$ cat config.mk
export PLATFORM = sky130hd
export DESIGN_NAME = fetch_unit_flat
export DESIGN_NICKNAME = d
export VERILOG_FILES = /design/src/rtl/fetch_unit_if.sv /design/src/rtl/fetch_unit.sv /design/src/flat_wrapper.sv
export SDC_FILE = /design/constraint.sdc
export NUM_CORES = 1
export LEC_CHECK = 0
export ABC_AREA = 1
export BUFFER_PORTS_ARGS = -buffer_cell sky130_fd_sc_hd__buf_2
export CORE_ASPECT_RATIO = 1.75
export CORE_MARGIN = 2
export CORE_UTILIZATION = 54
export DETAILED_ROUTE_END_ITERATION = 10
export GPL_ROUTABILITY_DRIVEN = 0
export PLACE_DENSITY = 0.8
export SLEW_MARGIN = 20
export SYNTH_ARGS = -nofsm -noshare
export SYNTH_HDL_FRONTEND = slang
export SYNTH_SLANG_ARGS = --single-unit
export TNS_END_PERCENT = 50
$ cat constraint.sdc
create_clock -name clk -period 4.7 [get_ports clk]
set_input_delay 0.47 -clock clk [delete_from_list [all_inputs] [get_ports clk]]
set_output_delay 0.47 -clock clk [all_outputs]
set_load 0.05 [all_outputs]
$ cat src/rtl/fetch_unit_if.sv
// Fetch-stage bus: fetch control, instruction-memory port and decode handshake.
interface fetch_unit_if;
    logic        fetch_en;
    logic        redirect_valid;
    logic [31:0] redirect_pc;
    logic        imem_req;
    logic [31:0] imem_addr;
    logic [31:0] imem_data;
    logic        out_valid;
    logic [31:0] out_instr;
    logic [31:0] out_pc;
    logic        out_ready;
    logic        misalign_err;

    modport master (
        input  fetch_en, redirect_valid, redirect_pc, imem_data, out_ready,
        output imem_req, imem_addr, out_valid, out_instr, out_pc, misalign_err
    );

    modport slave (
        output fetch_en, redirect_valid, redirect_pc, imem_data, out_ready,
        input  imem_req, imem_addr, out_valid, out_instr, out_pc, misalign_err
    );
endinterface

$ cat src/rtl/fetch_unit.sv
// Instruction fetch stage: PC, tagged instruction FIFO and redirect handling.
// Optional feature macro: FETCH_MISALIGN_TRAP_EN (trap on misaligned redirect).
module fetch_unit #(
    parameter logic [31:0] RESET_PC   = 32'h0000_0000,
    parameter int unsigned FIFO_DEPTH = 2
) (
    input  logic          clk,
    input  logic          rst_n,
    fetch_unit_if.master  bus
);

    localparam int unsigned PTR_W = (FIFO_DEPTH > 1) ? $clog2(FIFO_DEPTH) : 1;
    localparam int unsigned CNT_W = PTR_W + 1;

    typedef enum logic [1:0] {
        IDLE = 2'd0,
        RUN  = 2'd1,
        TRAP = 2'd2
    } state_t;

    state_t             state_q, state_d;
    logic [31:0]        fetch_pc_q, fetch_pc_d;
    logic [PTR_W-1:0]   rd_ptr_q, rd_ptr_d;
    logic [PTR_W-1:0]   wr_ptr_q, wr_ptr_d;
    logic [CNT_W-1:0]   count_q, count_d;
    logic [31:0]        mem_pc    [FIFO_DEPTH];
    logic [31:0]        mem_instr [FIFO_DEPTH];
    logic               push;
    logic               pop;
    logic               misaligned;

`ifdef FETCH_MISALIGN_TRAP_EN
    logic misalign_q;

    assign misaligned = (bus.redirect_pc[1:0] != 2'b00);

    // Trap flag tracks the TRAP state one-for-one.
    always_ff @(posedge clk or negedge rst_n) begin
        if (!rst_n) misalign_q <= 1'b0;
        else        misalign_q <= (state_d == TRAP);
    end

    assign bus.misalign_err = misalign_q;
`else
    logic unused_low_bits;

    // Low redirect bits are dropped silently when trapping is disabled.
    assign unused_low_bits  = ^bus.redirect_pc[1:0];
    assign misaligned       = 1'b0;
    assign bus.misalign_err = 1'b0;
`endif

    always_ff @(posedge clk or negedge rst_n) begin
        if (!rst_n) begin
            state_q    <= IDLE;
            fetch_pc_q <= RESET_PC;
            rd_ptr_q   <= '0;
            wr_ptr_q   <= '0;
            count_q    <= '0;
        end else begin
            state_q    <= state_d;
            fetch_pc_q <= fetch_pc_d;
            rd_ptr_q   <= rd_ptr_d;
            wr_ptr_q   <= wr_ptr_d;
            count_q    <= count_d;
        end
    end

    // Storage needs no reset: count gates every read.
    always_ff @(posedge clk) begin
        if (push) begin
            mem_pc[wr_ptr_q]    <= fetch_pc_q;
            mem_instr[wr_ptr_q] <= bus.imem_data;
        end
    end

    // Next state, PC and FIFO bookkeeping; redirect overrides everything.
    always_comb begin
        state_d    = state_q;
        fetch_pc_d = fetch_pc_q;
        rd_ptr_d   = rd_ptr_q;
        wr_ptr_d   = wr_ptr_q;
        count_d    = count_q;
        pop        = (count_q != '0) & bus.out_ready & ~bus.redirect_valid;
        push       = (state_q == RUN) & bus.fetch_en & ~bus.redirect_valid &
                     ((count_q < CNT_W'(FIFO_DEPTH)) | pop);

        if (bus.redirect_valid) begin
            rd_ptr_d   = '0;
            wr_ptr_d   = '0;
            count_d    = '0;
            fetch_pc_d = {bus.redirect_pc[31:2], 2'b00};
            if (misaligned) state_d = TRAP;
            else            state_d = bus.fetch_en ? RUN : IDLE;
        end else begin
            case (state_q)
                IDLE:    if (bus.fetch_en)  state_d = RUN;
                RUN:     if (!bus.fetch_en) state_d = IDLE;
                TRAP:    state_d = TRAP;
                default: state_d = IDLE;
            endcase

            if (push) begin
                wr_ptr_d   = wr_ptr_q + PTR_W'(1);
                fetch_pc_d = fetch_pc_q + 32'd4;
            end
            if (pop) rd_ptr_d = rd_ptr_q + PTR_W'(1);
            if (push && !pop)      count_d = count_q + CNT_W'(1);
            else if (pop && !push) count_d = count_q - CNT_W'(1);
        end
    end

    assign bus.imem_req  = push;
    assign bus.imem_addr = fetch_pc_q;
    assign bus.out_valid = (count_q != '0);
    assign bus.out_instr = (count_q != '0) ? mem_instr[rd_ptr_q] : 32'h0;
    assign bus.out_pc    = (count_q != '0) ? mem_pc[rd_ptr_q]    : 32'h0;

endmodule

$ cat src/flat_wrapper.sv
// flat-port wrapper written by rule: the top's interface ports become plain ports
module fetch_unit_flat 
#(
    parameter logic [31:0] RESET_PC   = 32'h0000_0000,
    parameter int unsigned FIFO_DEPTH = 2
)
  (clk, rst_n, bus_fetch_en, bus_redirect_valid, bus_redirect_pc, bus_imem_data, bus_out_ready, bus_imem_req, bus_imem_addr, bus_out_valid, bus_out_instr, bus_out_pc, bus_misalign_err);
  fetch_unit_if bus_i ();
  input  logic clk;
  input  logic rst_n;
  input wire logic [$bits(bus_i.fetch_en)-1:0] bus_fetch_en;
  input wire logic [$bits(bus_i.redirect_valid)-1:0] bus_redirect_valid;
  input wire logic [$bits(bus_i.redirect_pc)-1:0] bus_redirect_pc;
  input wire logic [$bits(bus_i.imem_data)-1:0] bus_imem_data;
  input wire logic [$bits(bus_i.out_ready)-1:0] bus_out_ready;
  output wire logic [$bits(bus_i.imem_req)-1:0] bus_imem_req;
  output wire logic [$bits(bus_i.imem_addr)-1:0] bus_imem_addr;
  output wire logic [$bits(bus_i.out_valid)-1:0] bus_out_valid;
  output wire logic [$bits(bus_i.out_instr)-1:0] bus_out_instr;
  output wire logic [$bits(bus_i.out_pc)-1:0] bus_out_pc;
  output wire logic [$bits(bus_i.misalign_err)-1:0] bus_misalign_err;
  assign bus_i.fetch_en = bus_fetch_en;
  assign bus_i.redirect_valid = bus_redirect_valid;
  assign bus_i.redirect_pc = bus_redirect_pc;
  assign bus_i.imem_data = bus_imem_data;
  assign bus_i.out_ready = bus_out_ready;
  assign bus_imem_req = bus_i.imem_req;
  assign bus_imem_addr = bus_i.imem_addr;
  assign bus_out_valid = bus_i.out_valid;
  assign bus_out_instr = bus_i.out_instr;
  assign bus_out_pc = bus_i.out_pc;
  assign bus_misalign_err = bus_i.misalign_err;
  fetch_unit #(.RESET_PC(RESET_PC), .FIFO_DEPTH(FIFO_DEPTH)) u_core (.clk(clk), .rst_n(rst_n), .bus(bus_i));
endmodule
After elaboration in Yosys (flattened, before gate mapping) --
Memories as Yosys holds them, arrays and structs flattened. Index checks and enable logic that the tools add are counted.
Cells by class: add/subtract/negate cells 5, order comparisons 1, equal/unequal tests 4, muxes and demuxes 18, bitwise operators 7, reduce and logical (&&, ||, !) cells 10
Operators with widths (number):
- 32-bit two-way mux | 4
- 32-bit by 3-bit adder with 32-bit output, second input constant | 1
- 2-bit two-way mux | 6
- 1-bit two-way mux | 7
- 3-bit != test, second input constant | 2
- 2-bit one-hot mux with 3 select lines | 1
- 2-bit nonzero test | 3
- 1-bit AND | 5
- 3-bit nonzero test | 1
- 1-bit adder, second input constant | 2
- 2-bit by 1-bit adder with 2-bit output, second input constant | 1
- 2-bit by 1-bit equality test with 1-bit output, second input constant | 1
- 2-bit equality test, second input constant | 1
- 1-bit logical AND | 2
- 1-bit zero test | 2
- 2-bit zero test | 1
- 2-bit less-than comparator, second input constant | 1
- 2-bit AND reduction | 1
- 2-bit by 1-bit subtractor with 2-bit output, second input constant | 1
- 1-bit NOT | 1
- 1-bit bitwise OR | 1
Storage, ports and cells: bits in registers 38, RAM bits 128, bits of input ports 69, logic and storage cells 52, memories 2
Memories:
- u_core.mem_instr | words 2, width 32, read ports 1, clocked after Yosys merged registers in 0, wr ports 1, line fetch_unit.sv:27 | logic [31:0] mem_instr [FIFO_DEPTH];
- u_core.mem_pc | words 2, width 32, read ports 1, clocked after Yosys merged registers in 0, wr ports 1, line fetch_unit.sv:26 | logic [31:0] mem_pc [FIFO_DEPTH];

Depth between registers and ports, before layout --
word-level depth 10, gate-level depth with buffers 10, mapped depth without buffers 10

Worst setup path after synthesis --
OpenSTA, ideal clock, no wires.
path type input to register, start point in bus_redirect_valid, end point mem u_core.mem_instr[0][0], enable pin, arrival time 3.461 ns, setup slack 0.756 ns, cell stages on the path 4, buffers on the path 1, path through nor2_2 nand3_2 buf_4 nor2_1
Between the ends: word-level cells in the longest chain between the ends 6
Ends and longest elaborated chain:
- start: declaration | line flat_wrapper.sv:12 | input wire logic [$bits(bus_i.redirect_valid)-1:0] bus_redirect_valid;
- 1-bit NOT * | line fetch_unit.sv:84, fetch_unit.sv:85
- 1-bit AND | line fetch_unit.sv:84 | pop = (count_q != '0) & bus.out_ready & ~bus.redirect_valid;
- 1-bit bitwise OR | line fetch_unit.sv:86 | ((count_q < CNT_W'(FIFO_DEPTH)) | pop);
- 1-bit AND * | line fetch_unit.sv:85 | push = (state_q == RUN) & bus.fetch_en & ~bus.redirect_valid &
- 1-bit two-way mux * | line fetch_unit.sv:71 | if (push) begin
- 1-bit two-way mux (implied by the code) * | line fetch_unit.sv:73 | mem_instr[wr_ptr_q] <= bus.imem_data;
- end: declaration | line fetch_unit.sv:27
Mark *: on every way between the ends. The rest lies on a longest branch, timed or not.

Worst setup path after layout --
start point reg u_core.count_q[1], end point out bus_out_pc[24]
Between the ends: word-level cells in the longest chain between the ends 2
Ends and longest elaborated chain:
- start: declaration | line fetch_unit.sv:25 | logic [CNT_W-1:0] count_q, count_d;
- start signal: assignment | line fetch_unit.sv:65 | count_q <= count_d;
- 2-bit nonzero test | line fetch_unit.sv:117 | assign bus.out_pc = (count_q != '0) ? mem_pc[rd_ptr_q] : 32'h0;
- 32-bit two-way mux | line fetch_unit.sv:117
- end: declaration | line flat_wrapper.sv:20 | output wire logic [$bits(bus_i.out_pc)-1:0] bus_out_pc;
Every way passes these cells.

==> summary.txt <==
Run status
  – Status: completed

Yosys
  – Register area share after synthesis: 64.1%
  – Post-synth top area cell: edfxtp_1
  – Flops & latches, synth: 160
  – Post-synth top area share: 51.6%
  – Unique cell type count in the Yosys netlist: 31
  – Synthesized cell area: 7210 um2
  – Ys Warns: 0
  – Top post-synthesis cells by area: edfxtp_1, nand2_1, dfrtp_1
  – Mean post-synth cell area: 9.57 um2
  – Post-synthesis cell count: 753

Placed design
  – Post-DP HPWL: 11,200 um
  – Pre-CTS WS: 2.01 ns
  – Port bufs: 160

Clocking
  – CTS tree: built
  – Post-CTS Hold Buffers: 0
  – Post_cts resized: 0
  – CTS root buffer: clkbuf_16
  – Clk_lat worst skew: 0.41 ns
  – TritonCTS buffer count: 17
  – CTS sink count: 160
  – Clk slew on worst S/H paths: 0.06 ns
  – Post-CTS Setup Inserts: 0
  – # H-tree levels: 4
  – Clk buf depth: 2

Detailed routing
  – DRC: 0
  – Drt pass-1 iters: 7
  – Post-DRT Antenna Nets: 0
  – DRT iter0 DRCs: 365
  – Via count: 5,655
  – DRT Wirelength: 16,800 um
  – Wire length per cell: 15.4 um
  – Vias/cell: 5.19

Power and ir drop
  – Cell leakage power: 3.71 nW
  – Maximum vdd drop: 285 uV
  – P per Cell Area: 555 nW/um2

Layout
  – Area Growth Syn to Fin: 20.0%
  – Layout net count: 977
  – Fill cells: 1,062
  – Antenna Diode Count: 0
  – Layout cells sized above 1: 24.3%

Timing
  – Setup violators final: 0
  – Fin crit period: 2.96 ns
  – Worst Max-Slew Pin Slew: 0.920 ns
  – Final hold vios: 0
  – Final clock skew: 0.00611 ns
  – Max_slew headroom: 38.7%
  – Final setup TNS: 0 ns
  – RSZ-0062 raised after global routing: false
  – F_max: 0.338 GHz
  – Final Cycle Share: 63.0%
  – Setup ws final: 1.74 ns
  – Final slew viol count: 0

Setup path
  – R2r setup slk: 2.47 ns
  – Worst EP required: 4.23 ns
  – Worst setup SP type: register
  – WS Path Type: reg -> out
  – CP peak stage delay: 0.69 ns
  – CP Capture Type: output port
  – Cell Chain, Critical Path: inv_1 -> nand2_1 -> clkinv_2 -> a21oi_1 -> buf_2
  – CP max FO: 62
  – CP arrival: 2.49 ns
  – Slowest stage cell, crit path: clkinv_2

Die
  – I/O pin total: 168
  – Die width: 91.3 um
  – Initial Util: 55.4%
  – Core area: 13,000 um2
  – Die ar.: 14,300 um2
  – Rows: 55
  – Die H: 157 um

Flow run
  – Max-cap violations: 0

Global routing
  – GRT Residual Overflow: 0
  – First-pass GRT wire length: 26,200 um
  – Initial antenna violation count: 0
  – Pin count of the biggest net entering global routing: 65
  – Total Routing Usage GR: 23.8%
  – Vias in the first global route: 5,470

Min path
  – Worst hold-check path type: in -> async
==> routing by layer <==
metal | part of all wire [%] | vias up | wire, um | global-route usage, %
met4 | 3.6 | 0 | 607 | 11.3
met1 | 37 | 2630 | 6160 | 25.6
met3 | 5.0 | 38 | 834 | 4.24
met2 | 55 | 207 | 9210 | 44.6
met5 | 0 | - | 0 | 0
li1 | - | 2780 | - | -
==> final cells by class <==
cell class / count / area [um2] / area share [%]
sequential: 160 / 4630 / 53.5
clock buffer: 17 / 425 / 4.92
inverter: 51 / 196 / 2.27
timing repair buffer: 164 / 831 / 9.60
multi-input combinational: 513 / 2250 / 26.0
clock inverter: 14 / 110 / 1.27
tap: 171 / 214 / 2.47
==> cell usage in the layout (no fill, tap or decap), types with 2 or more instances in the layout <==
cell          n
dfrtp_1      35
o21bai_1      4
clkbuf_16    17
conb_1        5
nor2_1       46
o21ai_0      14
nand2_1     308
nand3_1      27
a21oi_1      64
nand2_2       4
nand3_2       5
clkinv_1      2
xor2_1        4
inv_1        44
o21ai_1       5
buf_4         4
buf_2       160
clkinv_4      3
o211ai_1      7
inv_2         4
inv_6         4
nor2_4        4
nor3_1        2
nor2_2        7
edfxtp_1    124
clkinv_2      2
clkinvlp_4    4
==> sequential cells by signal, indices dropped and copies added, names as in the netlist <==
signal / count
u_core.mem_instr: 64
u_core.mem_pc: 60
u_core.bus.imem_addr: 30
u_core.count_q: 2
u_core.state_q: 2
u_core.rd_ptr_q: 1
u_core.wr_ptr_q: 1
==> where the power goes <==
| part | switching (mW) | internal [mW] | total, mW | leakage (nW) |
|---|---|---|---|---|
| combinational | 1.49 | 0.354 | 1.85 | 1.89 |
| sequential | 0.0892 | 1.62 | 1.71 | 1.56 |
| clock | 0.563 | 0.681 | 1.24 | 0.250 |
| total | 2.15 | 2.66 | 4.80 | 3.71 |
==> final timing paths <==
| path | start | end | cells past startpoint |
|---|---|---|---|
| max in group asynchronous | rst_n | u_core.rd_ptr_q | 1 |
| min reg2reg | u_core.state_q[0] | u_core.state_q[1] | 1 |
| max | u_core.count_q[1] | bus_out_pc[24] | 5 |
| max reg2reg | u_core.state_q[1] | u_core.bus.imem_addr[9] | 7 |
| min | rst_n | u_core.bus.imem_addr[29] | 1 |
| min in group clk | bus_imem_data[25] | u_core.mem_instr[1][25] | 1 |
==> through the flow <==
step	instances	hold slack [ns]	total power [mW]	instance area (um2)	util (%)
after detailed placement	1059	0.415	3.60	8120	62.4
final	1090	0.170	4.80	8650	66.5
after global placement	1059	0.406	3.58	8120	62.4
after global routing	1090	0.211	5.00	8650	66.5
after CTS	1090	0.189	4.83	8650	66.5
after floorplan	757	0.174	3.15	7220	-
==> kinds of logic after synthesis <==
logic type / after synthesis / synth area share (%)
flip-flops: 160 / 64.1
AO/OA/AOI/OAI: 97 / 7.22
AND/OR/NAND/NOR: 405 / 22.8
XOR/XNOR: 5 / 0.607
adder cells (fa/ha/maj): 1 / 0.174
buffers and inverters: 84 / 5.05
other: 1 / 0.0520
==> cell usage after synthesis, drive strengths merged <==
master  number
ha           1
clkbuf      20
nand2      312
nand3       32
xnor2        1
inv         51
nor3         3
edfxtp     124
nand3b       1
buf         13
nor2        57
xor2         4
o21ai       20
conb         1
o21bai       4
a31oi        1
dfrtp       36
a21boi       1
o211ai       7
a21oi       64
==> critical path, delay by kind of cell (launching register included) <==
| family | cells | cell delay [ns] |
|---|---|---|
| AO/OA/AOI/OAI | 1 | 0.41 |
| flip-flops | 1 | 0.38 |
| AND/OR/NAND/NOR | 1 | 0.15 |
| buffers and inverters | 3 | 1.11 |
(Power assumes the default switching activity.)
